File: config.mk
export PLATFORM = sky130hd
export DESIGN_NAME = snn_inference_sequencer
export DESIGN_NICKNAME = d
export VERILOG_FILES = /design/src/rtl/snn_ctrl_pkg.sv /design/src/rtl/rate_encoder.sv /design/src/rtl/snn_inference_sequencer.sv
export SDC_FILE = /design/constraint.sdc
export NUM_CORES = 1
export LEC_CHECK = 0
export ABC_AREA = 1
export CORE_MARGIN = 10
export CORE_UTILIZATION = 54
export DETAILED_ROUTE_END_ITERATION = 8
export PLACE_DENSITY = 0.93
export SLEW_MARGIN = 20
export SYNTH_ARGS = -nofsm -noshare
export SYNTH_HDL_FRONTEND = slang
export SYNTH_SLANG_ARGS = --single-unit
File: constraint.sdc
create_clock -name CLK -period 4.3 [get_ports CLK]
set_input_delay 1.29 -clock CLK [delete_from_list [all_inputs] [get_ports CLK]]
set_output_delay 1.29 -clock CLK [all_outputs]
set_load 0.005 [all_outputs]
File: src/rtl/snn_ctrl_pkg.sv
// Shared parameters, sequencer state encoding and rate-coding threshold helper
// for the SNN inference sequencer.
package snn_ctrl_pkg;

    localparam int unsigned IMAGE_SIZE      = 256;
    localparam int unsigned IMAGE_SIZE_BITS = 8;
    localparam int unsigned PIXEL_MAX_VALUE = 255;
    localparam int unsigned PIXEL_BITS      = 8;
    localparam int unsigned NUM_STEPS       = 4;
    localparam int unsigned DIGIT_BITS      = 8;

    localparam int unsigned STEP_BITS = (NUM_STEPS > 1) ? $clog2(NUM_STEPS) : 1;
    localparam int unsigned THR_BITS  = PIXEL_BITS + 1;
    localparam int unsigned STEP      = (PIXEL_MAX_VALUE + 1) / NUM_STEPS;

    typedef enum logic [2:0] {
        IDLE,
        CLEAR,
        READ,
        EVAL,
        SEND,
        NEXT,
        TSEND,
        WAIT
    } seq_state_t;

    // Threshold falls by STEP each timestep so brighter pixels spike earlier and more often.
    function automatic logic [THR_BITS-1:0] spike_thr(input logic [STEP_BITS-1:0] t);
        spike_thr = THR_BITS'(PIXEL_MAX_VALUE + 1) - THR_BITS'((32'(t) + 32'd1) * STEP);
    endfunction

endpackage

File: src/rtl/rate_encoder.sv
// Deterministic threshold rate coder: decides whether a pixel spikes at a timestep.
module rate_encoder
    import snn_ctrl_pkg::*;
(
    input  logic [PIXEL_BITS-1:0] pixel,
    input  logic [STEP_BITS-1:0]  step,
    output logic                  spike_c
);

    assign spike_c = (pixel != '0) && ({1'b0, pixel} >= spike_thr(step));

endmodule

File: src/rtl/snn_inference_sequencer.sv
// Sequences one SNN inference per image: clear core, stream rate-coded spikes for
// NUM_STEPS timesteps, then hand the core's classification back to the AXI side.
module snn_inference_sequencer
    import snn_ctrl_pkg::*;
(
    input  logic                       CLK,
    input  logic                       RST,
    input  logic                       NEW_IMAGE,
    output logic [IMAGE_SIZE_BITS-1:0] IMG_RADDR,
    input  logic [PIXEL_BITS-1:0]      IMG_RDATA,
    output logic                       CORE_CLR,
    output logic [IMAGE_SIZE_BITS-1:0] SPK_ADDR,
    output logic                       SPK_TS_END,
    output logic                       SPK_VALID,
    input  logic                       SPK_READY,
    input  logic                       CORE_DONE,
    input  logic [DIGIT_BITS-1:0]      CORE_DIGIT,
    output logic                       COPROCESSOR_RDY,
    output logic [DIGIT_BITS-1:0]      INFERED_DIGIT,
    output logic                       BUSY
);

    localparam logic [IMAGE_SIZE_BITS-1:0] ADDR_LAST = IMAGE_SIZE_BITS'(IMAGE_SIZE - 1);
    localparam logic [STEP_BITS-1:0]       T_LAST    = STEP_BITS'(NUM_STEPS - 1);

    seq_state_t                 state, state_next;
    logic [IMAGE_SIZE_BITS-1:0] addr, addr_next;
    logic [STEP_BITS-1:0]       t, t_next;
    logic                       pending, pending_next;
    logic                       nimg_q;
    logic                       start;
    logic                       spike_c;

    logic [IMAGE_SIZE_BITS-1:0] raddr_next;
    logic                       clr_next;
    logic [IMAGE_SIZE_BITS-1:0] spk_addr_next;
    logic                       ts_end_next;
    logic                       valid_next;
    logic                       rdy_next;
    logic [DIGIT_BITS-1:0]      digit_next;
    logic                       busy_next;

    assign start = NEW_IMAGE & ~nimg_q;

    rate_encoder u_rate_encoder (
        .pixel   (IMG_RDATA),
        .step    (t),
        .spike_c (spike_c)
    );

    // State, counters and all registered outputs.
    always_ff @(posedge CLK or posedge RST) begin
        if (RST) begin
            state           <= IDLE;
            addr            <= '0;
            t               <= '0;
            pending         <= 1'b0;
            nimg_q          <= 1'b0;
            IMG_RADDR       <= '0;
            CORE_CLR        <= 1'b0;
            SPK_ADDR        <= '0;
            SPK_TS_END      <= 1'b0;
            SPK_VALID       <= 1'b0;
            COPROCESSOR_RDY <= 1'b0;
            INFERED_DIGIT   <= '0;
            BUSY            <= 1'b0;
        end else begin
            state           <= state_next;
            addr            <= addr_next;
            t               <= t_next;
            pending         <= pending_next;
            nimg_q          <= NEW_IMAGE;
            IMG_RADDR       <= raddr_next;
            CORE_CLR        <= clr_next;
            SPK_ADDR        <= spk_addr_next;
            SPK_TS_END      <= ts_end_next;
            SPK_VALID       <= valid_next;
            COPROCESSOR_RDY <= rdy_next;
            INFERED_DIGIT   <= digit_next;
            BUSY            <= busy_next;
        end
    end

    // Next state; outputs are derived from the state being entered so they register cleanly.
    always_comb begin
        state_next    = state;
        addr_next     = addr;
        t_next        = t;
        pending_next  = pending | (start & (state != IDLE));
        raddr_next    = IMG_RADDR;
        spk_addr_next = SPK_ADDR;
        ts_end_next   = SPK_TS_END;
        rdy_next      = COPROCESSOR_RDY;
        digit_next    = INFERED_DIGIT;

        case (state)
            IDLE: begin
                if (start || pending) begin
                    state_next   = CLEAR;
                    pending_next = 1'b0;
                    rdy_next     = 1'b0;
                end
            end
            CLEAR: begin
                t_next     = '0;
                addr_next  = '0;
                state_next = READ;
            end
            READ: state_next = EVAL;
            EVAL: begin
                if (spike_c) begin
                    state_next    = SEND;
                    spk_addr_next = addr;
                    ts_end_next   = 1'b0;
                end else begin
                    state_next = NEXT;
                end
            end
            SEND: begin
                if (SPK_READY) state_next = NEXT;
            end
            NEXT: begin
                if (addr == ADDR_LAST) begin
                    state_next    = TSEND;
                    spk_addr_next = '0;
                    ts_end_next   = 1'b1;
                end else begin
                    addr_next  = addr + IMAGE_SIZE_BITS'(1);
                    state_next = READ;
                end
            end
            TSEND: begin
                if (SPK_READY) begin
                    if (t == T_LAST) begin
                        state_next = WAIT;
                    end else begin
                        t_next     = t + STEP_BITS'(1);
                        addr_next  = '0;
                        state_next = READ;
                    end
                end
            end
            WAIT: begin
                if (CORE_DONE) begin
                    digit_next = CORE_DIGIT;
                    rdy_next   = 1'b1;
                    state_next = IDLE;
                end
            end
            default: state_next = IDLE;
        endcase

        if (state_next == READ) raddr_next = addr_next;
        clr_next   = (state_next == CLEAR);
        valid_next = (state_next == SEND) || (state_next == TSEND);
        busy_next  = (state_next != IDLE);
    end

endmodule

==> results, run 1 <==
- Of the cells placed in the final design, the portion with a size suffix greater than 1 is 8.67%.
- The number of design-rule violations left by the first detailed-router iteration is 136.
- In the routed layout, each cell is associated on average with a via count of 4.91.
- The longest clock path from root to sink contains 2 buffers.
- During synthesis, Yosys emitted a total of 0 warnings.
- The headroom to the max-slew limit is 61.2%.
- For this design the top-level I/O count stands at 50.
- In this run the critical register-to-register path is launched from t[0]$_DFFE_PP0P_.
- The routed design has 5040 um of wire.
- The post-synthesis sequential area ratio is 48.6%.
- For this run, the number of standard cells in the final layout without fillers is 396.
- The startpoint of the worst setup timing path is IMG_RDATA[6].
- IR analysis of the VDD net gives a maximum drop of 228 uV.
- Counting distinct cell types in the post-synthesis netlist gives 26.
- Power spread over the standard cell area amounts to 542 nW/um^2.
- The post-cts resize count is 0.
- For this run, the share of the core covered by cells in the final layout is 72.5%.
- Summed over all nets, the switching power comes to 0.000592 W.
- The setup slack after layout is 1530 ps.
- The average instance in the mapped netlist occupies 7.78 sq um.
- The placed instances occupy a cell area of 2800 sq um.
- The initial utilization of the core area, before any placement, comes to 56.2%.
- Buffers placed on the I/O ports in this run total 49.
- The synthesized design spends more area on one cell type than any other, namely dfrtp_1.
- The worst setup timing slack at the placement stage is 1230 ps.
- The number of global-route vias before repair is 2019.
- Max-cap violations in this run came to 0.
- The pin count of the biggest net entering global routing is 30.
- Of the total power, combinational logic draws 40.6%.
- The area growth from synthesis to layout is 29.1%.
- The highest attainable clock frequency is 361 MHz.
- In this run the static leakage power is 1.55 nW.
- The via total after detailed routing is 1944.
- In this run, flip-flops and latches consume 38.7% of the power.
- TritonCTS built the clock tree.
- The category of the worst setup path capture point is a register.
- In this run the biggest area consumer among cell types represents 48.6% of the synthesized area.
- The repair_antennas step left the layout with diodes totalling 0.
- After synthesis, the share of flip-flops with an asynchronous set or reset is 100%.
- Summing all non-filler instances in the final layout gives an area of 2920 sq um.
- The clock power share is 20.6%.
- At the worst endpoint, the required time is 4490 ps.
- Net switching is 37.4% of the power.
- The number of pins with negative max-slew slack in the final report is 0.
- The arrival time at the worst endpoint is 2950 ps.
- The HPWL reported at the end of detailed placement is 3970 um.
- The flow ran to the end, and the final reports show no timing, DRC or antenna violations.
- The average wire length per cell after detail routing is 12.7 um.
- In this run, CTS created clock tree buffers numbering 5.
- In this run the horizontal extent of the chip is 84.7 um.
- The wire length of the first global-routing pass is 9090 um.
- The multi-input combinational cell area is 988 sq um.
- The number of design rule violations left after detail routing is 0.
- The post-synthesis sequential element count is 44.
- Adding up every negative setup slack in the final design gives 0 ps.
- The later pin in the worst-skew pair is clocked with a latency of 300 ps.
- The number of placed instances, taps included, is 388.
- The die covers 7180 sq um.
- The number of cells on the worst hold path is 2.
- Sorting the synthesized cells by area gives the leading types as dfrtp_1 (49%), nand2_1 (19%), inv_1 (5.1%), nand3_1 (4.6%), nor2_1 (3.6%).
- The placer congestion estimate is 0.856.
- The number of failing hold endpoints at the final stage is 0.
- After filler insertion, the fill cell instance count of the layout stands at 308.
- The total number of nets in the final design is 371.
- The area of the core is 4030 sq um.
- The synthesized netlist net count is 317.
- The synthesized design contains 0 enable-type register cells.
- Row generation in the floorplan step produced 23 rows.
- The first-pass iteration count of the detailed router is 4.
- The die boundary height is 84.7 um.
- The time the final worst path needs with I/O delays and setup is 2770 ps.
- The critical path class is primary input to register.
- Dividing the final minimum period by the clock period gives 64.3%.
- The area of the mapped netlist is 2260 sq um.
- The count of hold buffers inserted by post-cts repair is 0.
- The startpoint identified for the worst hold timing path is SPK_ADDR[1]$_DFFE_PP0P_.
- The total congestion overflow after global routing is 0.
- The overall fraction of global-route tracks in use is 15.0%.
- In this run the post-CTS setup repair buffer count came out at 0.
- The number of cells traversed by the worst register-to-register path is 12.
- The total number of H-tree levels is 2.
- The clock arrives with 6.94 ps of skew.
- The gate count after technology mapping is 291.
- The CTS root buffer is clkbuf_8.
- In the synthesized netlist the dominant register cell turns out to be dfrtp_1.
- The internal portion of the total power is 0.000991 W.
- The kind of path behind the tightest hold check is register to register.
- Across the whole layout, storage elements account for 1100 sq um.
- Clock-pin slew was measured on the worst setup and hold paths at 80 ps.
- The maximum fanout along the worst path is 11.
- Setup repair after global routing left no endpoint under its margin.
- The number of antenna violations at the first check in global routing was 0.
- The count of nets left with antenna violations once routing finished came out at 0.
- The type of element launching the critical path is a primary input.
- The number of sinks handled by clock tree synthesis is 44.
- The final count of negative-setup-slack endpoints is 0.
- The pin slew with the least headroom to its limit is 581 ps.
## critical path, stage by stage
cell and delay, ps:
clkdlybuf4s50_1 470, inv_1 50, ha_1 270, nand2_1 50, nor2_1 100, nand2_1 60, nand2_1 50, nand2_1 50
nand2_1 290, nand2_4 140, nand2_1 100, nand2_1 50
## final cells by class
cell class / count / share of cell area (%)
clock inverters: 2 / 1.33
inverters: 38 / 4.88
multi-input cells: 205 / 33.8
flip-flops and latches: 44 / 37.7
clock buffers: 6 / 2.83
well taps: 50 / 2.14
repair buffers: 51 / 17.3
## cell usage in the layout, fill, tap and decap left out, types with 2 or more instances in the layout
cell             instances
clkdlybuf4s50_1         49
nand3_1                 21
inv_1                   30
nand2_2                  3
o21a_1                   2
o21ai_0                 11
ha_1                     5
clkbuf_8                 6
buf_4                    2
inv_2                    8
nand2_1                115
dfrtp_1                 44
o211ai_1                 3
xor2_1                   2
a21oi_1                  7
nand3_2                  3
nor2_1                  22
nand4_1                  3
## registers in the layout (all words and copies together), names as in the netlist
register         count
CORE_CLR             1
SPK_TS_END           1
COPROCESSOR_RDY      1
IMG_RADDR            8
INFERED_DIGIT        8
pending              1
SPK_ADDR             8
addr                 8
SPK_VALID            1
state                3
nimg_q               1
t                    2
BUSY                 1
## kinds of logic (layout without fill, tap and decap cells)
kind of cell | count (synthesis) | in the layout | share of synthesized area, %
xor gates and xnor gates | 2 | 2 | 0.774
buffers and inverters | 42 | 97 | 7.68
DFF | 44 | 44 | 48.6
adders and majority gates | 5 | 5 | 2.76
and+or+nand+nor | 172 | 172 | 33.1
AOI/OAI and AO/OA | 26 | 26 | 7.08
## synthesized netlist by cell type, drive strengths merged (2+ instances only)
cell and count:
buf 4, nand3 25, inv 38, o211ai 3
dfrtp 44, xor2 2, o21a 2, nor2 24
a21oi 7, o21ai 13, nand4 3, ha 5
nand2 119
## metal layers
layer	global-route usage, %	vias up	routed length, um
li1	-	1011	-
met1	17.4	856	2210
met2	25.1	69	2350
met3	5.60	8	395
met4	4.64	0	85
met5	0	-	0
## stage by stage
step / hold WS [ps] / total power, W
floorplan: 465 / 0.00102
finish: 482 / 0.00158
detailed placement: 465 / 0.00127
global placement: 457 / 0.00123
global route: 508 / 0.00172
CTS: 488 / 0.00160
## worst paths after layout
| kind | end | slack, ps |
|---|---|---|
| min in group asynchronous | IMG_RADDR[1]$_DFFE_PP0N_ | 1370 |
| worst max register to register | SPK_TS_END$_DFFE_PP0P_ | 2090 |
| worst min register to register | SPK_ADDR[1]$_DFFE_PP0P_ | 480 |
| worst max-delay path | SPK_TS_END$_DFFE_PP0P_ | 1530 |
| worst min-delay path | SPK_ADDR[1]$_DFFE_PP0P_ | 480 |
| max in group asynchronous | CORE_CLR$_DFF_PP0_ | 2380 |
## power groups by stage
stage | logic (W) | registers (W) | clock network, W
final | 0.000643 | 0.000613 | 0.000327
after global routing | 0.000734 | 0.000630 | 0.000353
after CTS | 0.000652 | 0.000613 | 0.000337
after detailed placement | 0.000648 | 0.000619 | 0
after global placement | 0.000618 | 0.000612 | 0
after floorplan | 0.000415 | 0.000602 | 0
Note: power is estimated with default switching activity, not from simulation.
==> run 2: changes to the inputs <==
--- a/config.mk
+++ b/config.mk
@@ -7,9 +7,9 @@
 export LEC_CHECK = 0
 export ABC_AREA = 1
 export CORE_MARGIN = 10
-export CORE_UTILIZATION = 54
+export CORE_UTILIZATION = 45
 export DETAILED_ROUTE_END_ITERATION = 8
-export PLACE_DENSITY = 0.93
+export PLACE_DENSITY = 0.83
 export SLEW_MARGIN = 20
 export SYNTH_ARGS = -nofsm -noshare
 export SYNTH_HDL_FRONTEND = slang
==> constraint.sdc (replaced) <==
create_clock -name CLK -period 2.4 [get_ports CLK]
set_input_delay 0.72 -clock CLK [delete_from_list [all_inputs] [get_ports CLK]]
set_output_delay 0.72 -clock CLK [all_outputs]
set_load 0.005 [all_outputs]
==> results, run 2 (synthesis results as in run 1) <==
- The clock network is responsible for 16.0% of the overall power.
- The top cell types in the final layout, fill and taps aside, are nand2_1 (115), clkdlybuf4s50_1 (49), dfrtp_1 (44).
- The share of the clock period used by the worst path after layout is 90.0%.
- The net switching power figure is 0.00102 W.
- The via total after detailed routing is 1927.
- The cell area after placement is 2820 sq um.
- The critical path class is register to register.
- The number of antenna repair diodes is 0.
- The number of global-route vias before repair is 1902.
- Of the total power, combinational logic draws 43.0%.
- The maximum fanout along the worst path is 6.
- The routed design uses 301 um of met3 wire.
- The number of failing hold endpoints at the final stage is 0.
- The wire length reported by the detailed router is 4820 um.
- The category of the worst setup path capture point is a register.
- Using the TritonRoute via totals, the vias-per-cell ratio works out to 4.68.
- The worst path in the final design needs a cycle of 2160 ps, including I/O delays and setup.
- Summed over all nets, the half-perimeter wirelength after detailed placement is 3700 um.
- The total length of routed met2 wires is 2200 um.
- The first detailed-routing pass ran for 4 iterations.
- The internal portion of total power is 0.00164 W.
- Once layout is done, the placed cells without fillers occupy 2900 sq um.
- Setup repair after global routing left no endpoint under its margin.
- Of the total power, the share spent switching nets is 38.3%.
- In the routed design, unresolved DRC markers number 0.
- The area of the core is 4790 sq um.
- The total congestion overflow after global routing is 0.
- In the final timing run, aggregate negative setup slack is 0 ps.
- The pin slew with the least headroom to its limit is 528 ps.
- The number of antenna violations at the first check in global routing is 0.
- In this run the core area contains 25 standard-cell rows.
- The wire length of the first global-routing pass is 8560 um.
- In the final layout, the share of cells above drive strength 1 is 7.83%.
- On the final layout, the worst hold slack is 476 ps.
- Registers are responsible for 41.1% of the overall power.
- The tool flagged a number of max-cap violations equal to 0.
- 50 I/O pins were placed.
- The number of design-rule violations left by the first detailed-router iteration is 99.
- The final count of negative-setup-slack endpoints is 0.
- The number of cells on the worst hold path is 2.
- In this run the horizontal extent of the chip is 90.9 um.
- The congestion estimate from routability-driven global placement came to 0.853.
- The highest attainable clock frequency is 463 MHz.
- The clock tree from TritonCTS is done.
- The post-cts resize count is 0.
- The worst register-to-register path has a depth of 12.
- The uppermost layer routed is met4.
- Hold repair after CTS inserted 0 buffers.
- The kind of path behind the tightest hold check is register to register.
- At the end of the flow, the number of nets in the layout was 371.
- The worst setup path is launched from a register.
- The setup fix buffers added after clock tree synthesis is 0.
- STA puts the critical path data required time at 2630 ps.
- The later pin in the worst-skew pair is clocked with a latency of 300 ps.
- The number of pins with negative max-slew slack in the final report was 0.
- The number of buffers inserted by port buffering is 49.
- From bottom edge to top edge, the die measures 90.9 um.
- The clock arrives with 7.12 ps of skew.
- The H-tree generated during clock tree synthesis spans 2 levels.
- In the global route stage, overall resource usage came out at 12.2%.
- The clock passes through at most 2 buffers.
- The die area is 8270 sq um.
- The number of sinks handled by clock tree synthesis is 44.
- The starting utilization of the core area is 47.3%.
- Clock-pin slew was measured on the worst setup and hold paths at 70 ps.
- The count of antenna-violating nets left after detailed routing is 0.
- The arrival time at the worst endpoint is 2390 ps.
- The total CTS buffers is 5.
- After detailed routing, the average wire length per cell comes to 11.7 um.
- The wire length on met1 is 2310 um.
- The flow ran to the end, and the final reports show no timing, DRC or antenna violations.
- The largest voltage drop on the vdd net is 424 uV.
- The power per unit of standard cell area is 917 nW/um^2.
- Measured against its own limit, the worst slew margin works out to 64.8%.
- The signed area change from the synthesized netlist to the final layout is 28.1%.
- The tree is rooted in a clkbuf_8.
- Leaving out fill and tap cells, the most frequent cell in the layout is nand2_1.
- Entering global routing, the biggest net connects 45 pins.
- The leakage dissipation is 1.53 nW.
run 2: final timing paths:
kind / end / slack [ps] / from
min reg2reg: SPK_TS_END$_DFFE_PP0P_ / 480 / SPK_TS_END$_DFFE_PP0P_
min in group asynchronous: SPK_ADDR[0]$_DFFE_PP0P_ / 850 / RST
min: SPK_TS_END$_DFFE_PP0P_ / 480 / SPK_TS_END$_DFFE_PP0P_
max reg2reg: SPK_ADDR[7]$_DFFE_PP0P_ / 240 / t[0]$_DFFE_PP0P_
max: SPK_ADDR[7]$_DFFE_PP0P_ / 240 / t[0]$_DFFE_PP0P_
max in group asynchronous: t[0]$_DFFE_PP0P_ / 1180 / RST
run 2: area by class of cell:
type	count	area, sq um
fillers	428	1890
flip-flops and latches	44	1100
multi-input cells	205	988
repair buffers	51	505
inverters	38	143
well taps	67	83.8
clock buffers	6	72.6
clock inverters	1	5.00
run 2: worst max-delay path, stage by stage (launching register included):
cell and delay (ps):
dfrtp_1 420, ha_1 340, xor2_1 180, ha_1 300, nand2_1 50, nor2_1 100, nand2_1 60, nand2_1 60
nand2_1 50, nand2_1 190, buf_4 190, nand3_1 70, nand2_1 90
run 2: layer usage:
layer / vias up / global-route usage (%)
met1: 868 / 14.6
met2: 43 / 19.6
met4: 0 / 3.52
met3: 2 / 4.74
li1: 1014 / -
met5: - / 0
run 2: metrics by stage:
| step | setup slack, ps | utilization [%] | instances | total power (W) |
|---|---|---|---|---|
| floorplan | 475 | - | 291 | 0.00182 |
| global placement | 35.1 | 59.0 | 405 | 0.00222 |
| detailed placement | -30.5 | 59.0 | 405 | 0.00225 |
| CTS | 237 | 60.6 | 412 | 0.00269 |
| global route | 11.5 | 60.6 | 412 | 0.00291 |
| finish | 239 | 60.6 | 412 | 0.00266 |
run 2: power by group through the flow:
stage / Sequential, W / Clock (W) / Combinational, W
finish: 0.00109 / 0.000424 / 0.00114
global route: 0.00112 / 0.000473 / 0.00132
CTS: 0.00109 / 0.000441 / 0.00116
detailed placement: 0.00110 / 0 / 0.00115
global placement: 0.00109 / 0 / 0.00113
floorplan: 0.00108 / 0 / 0.000744
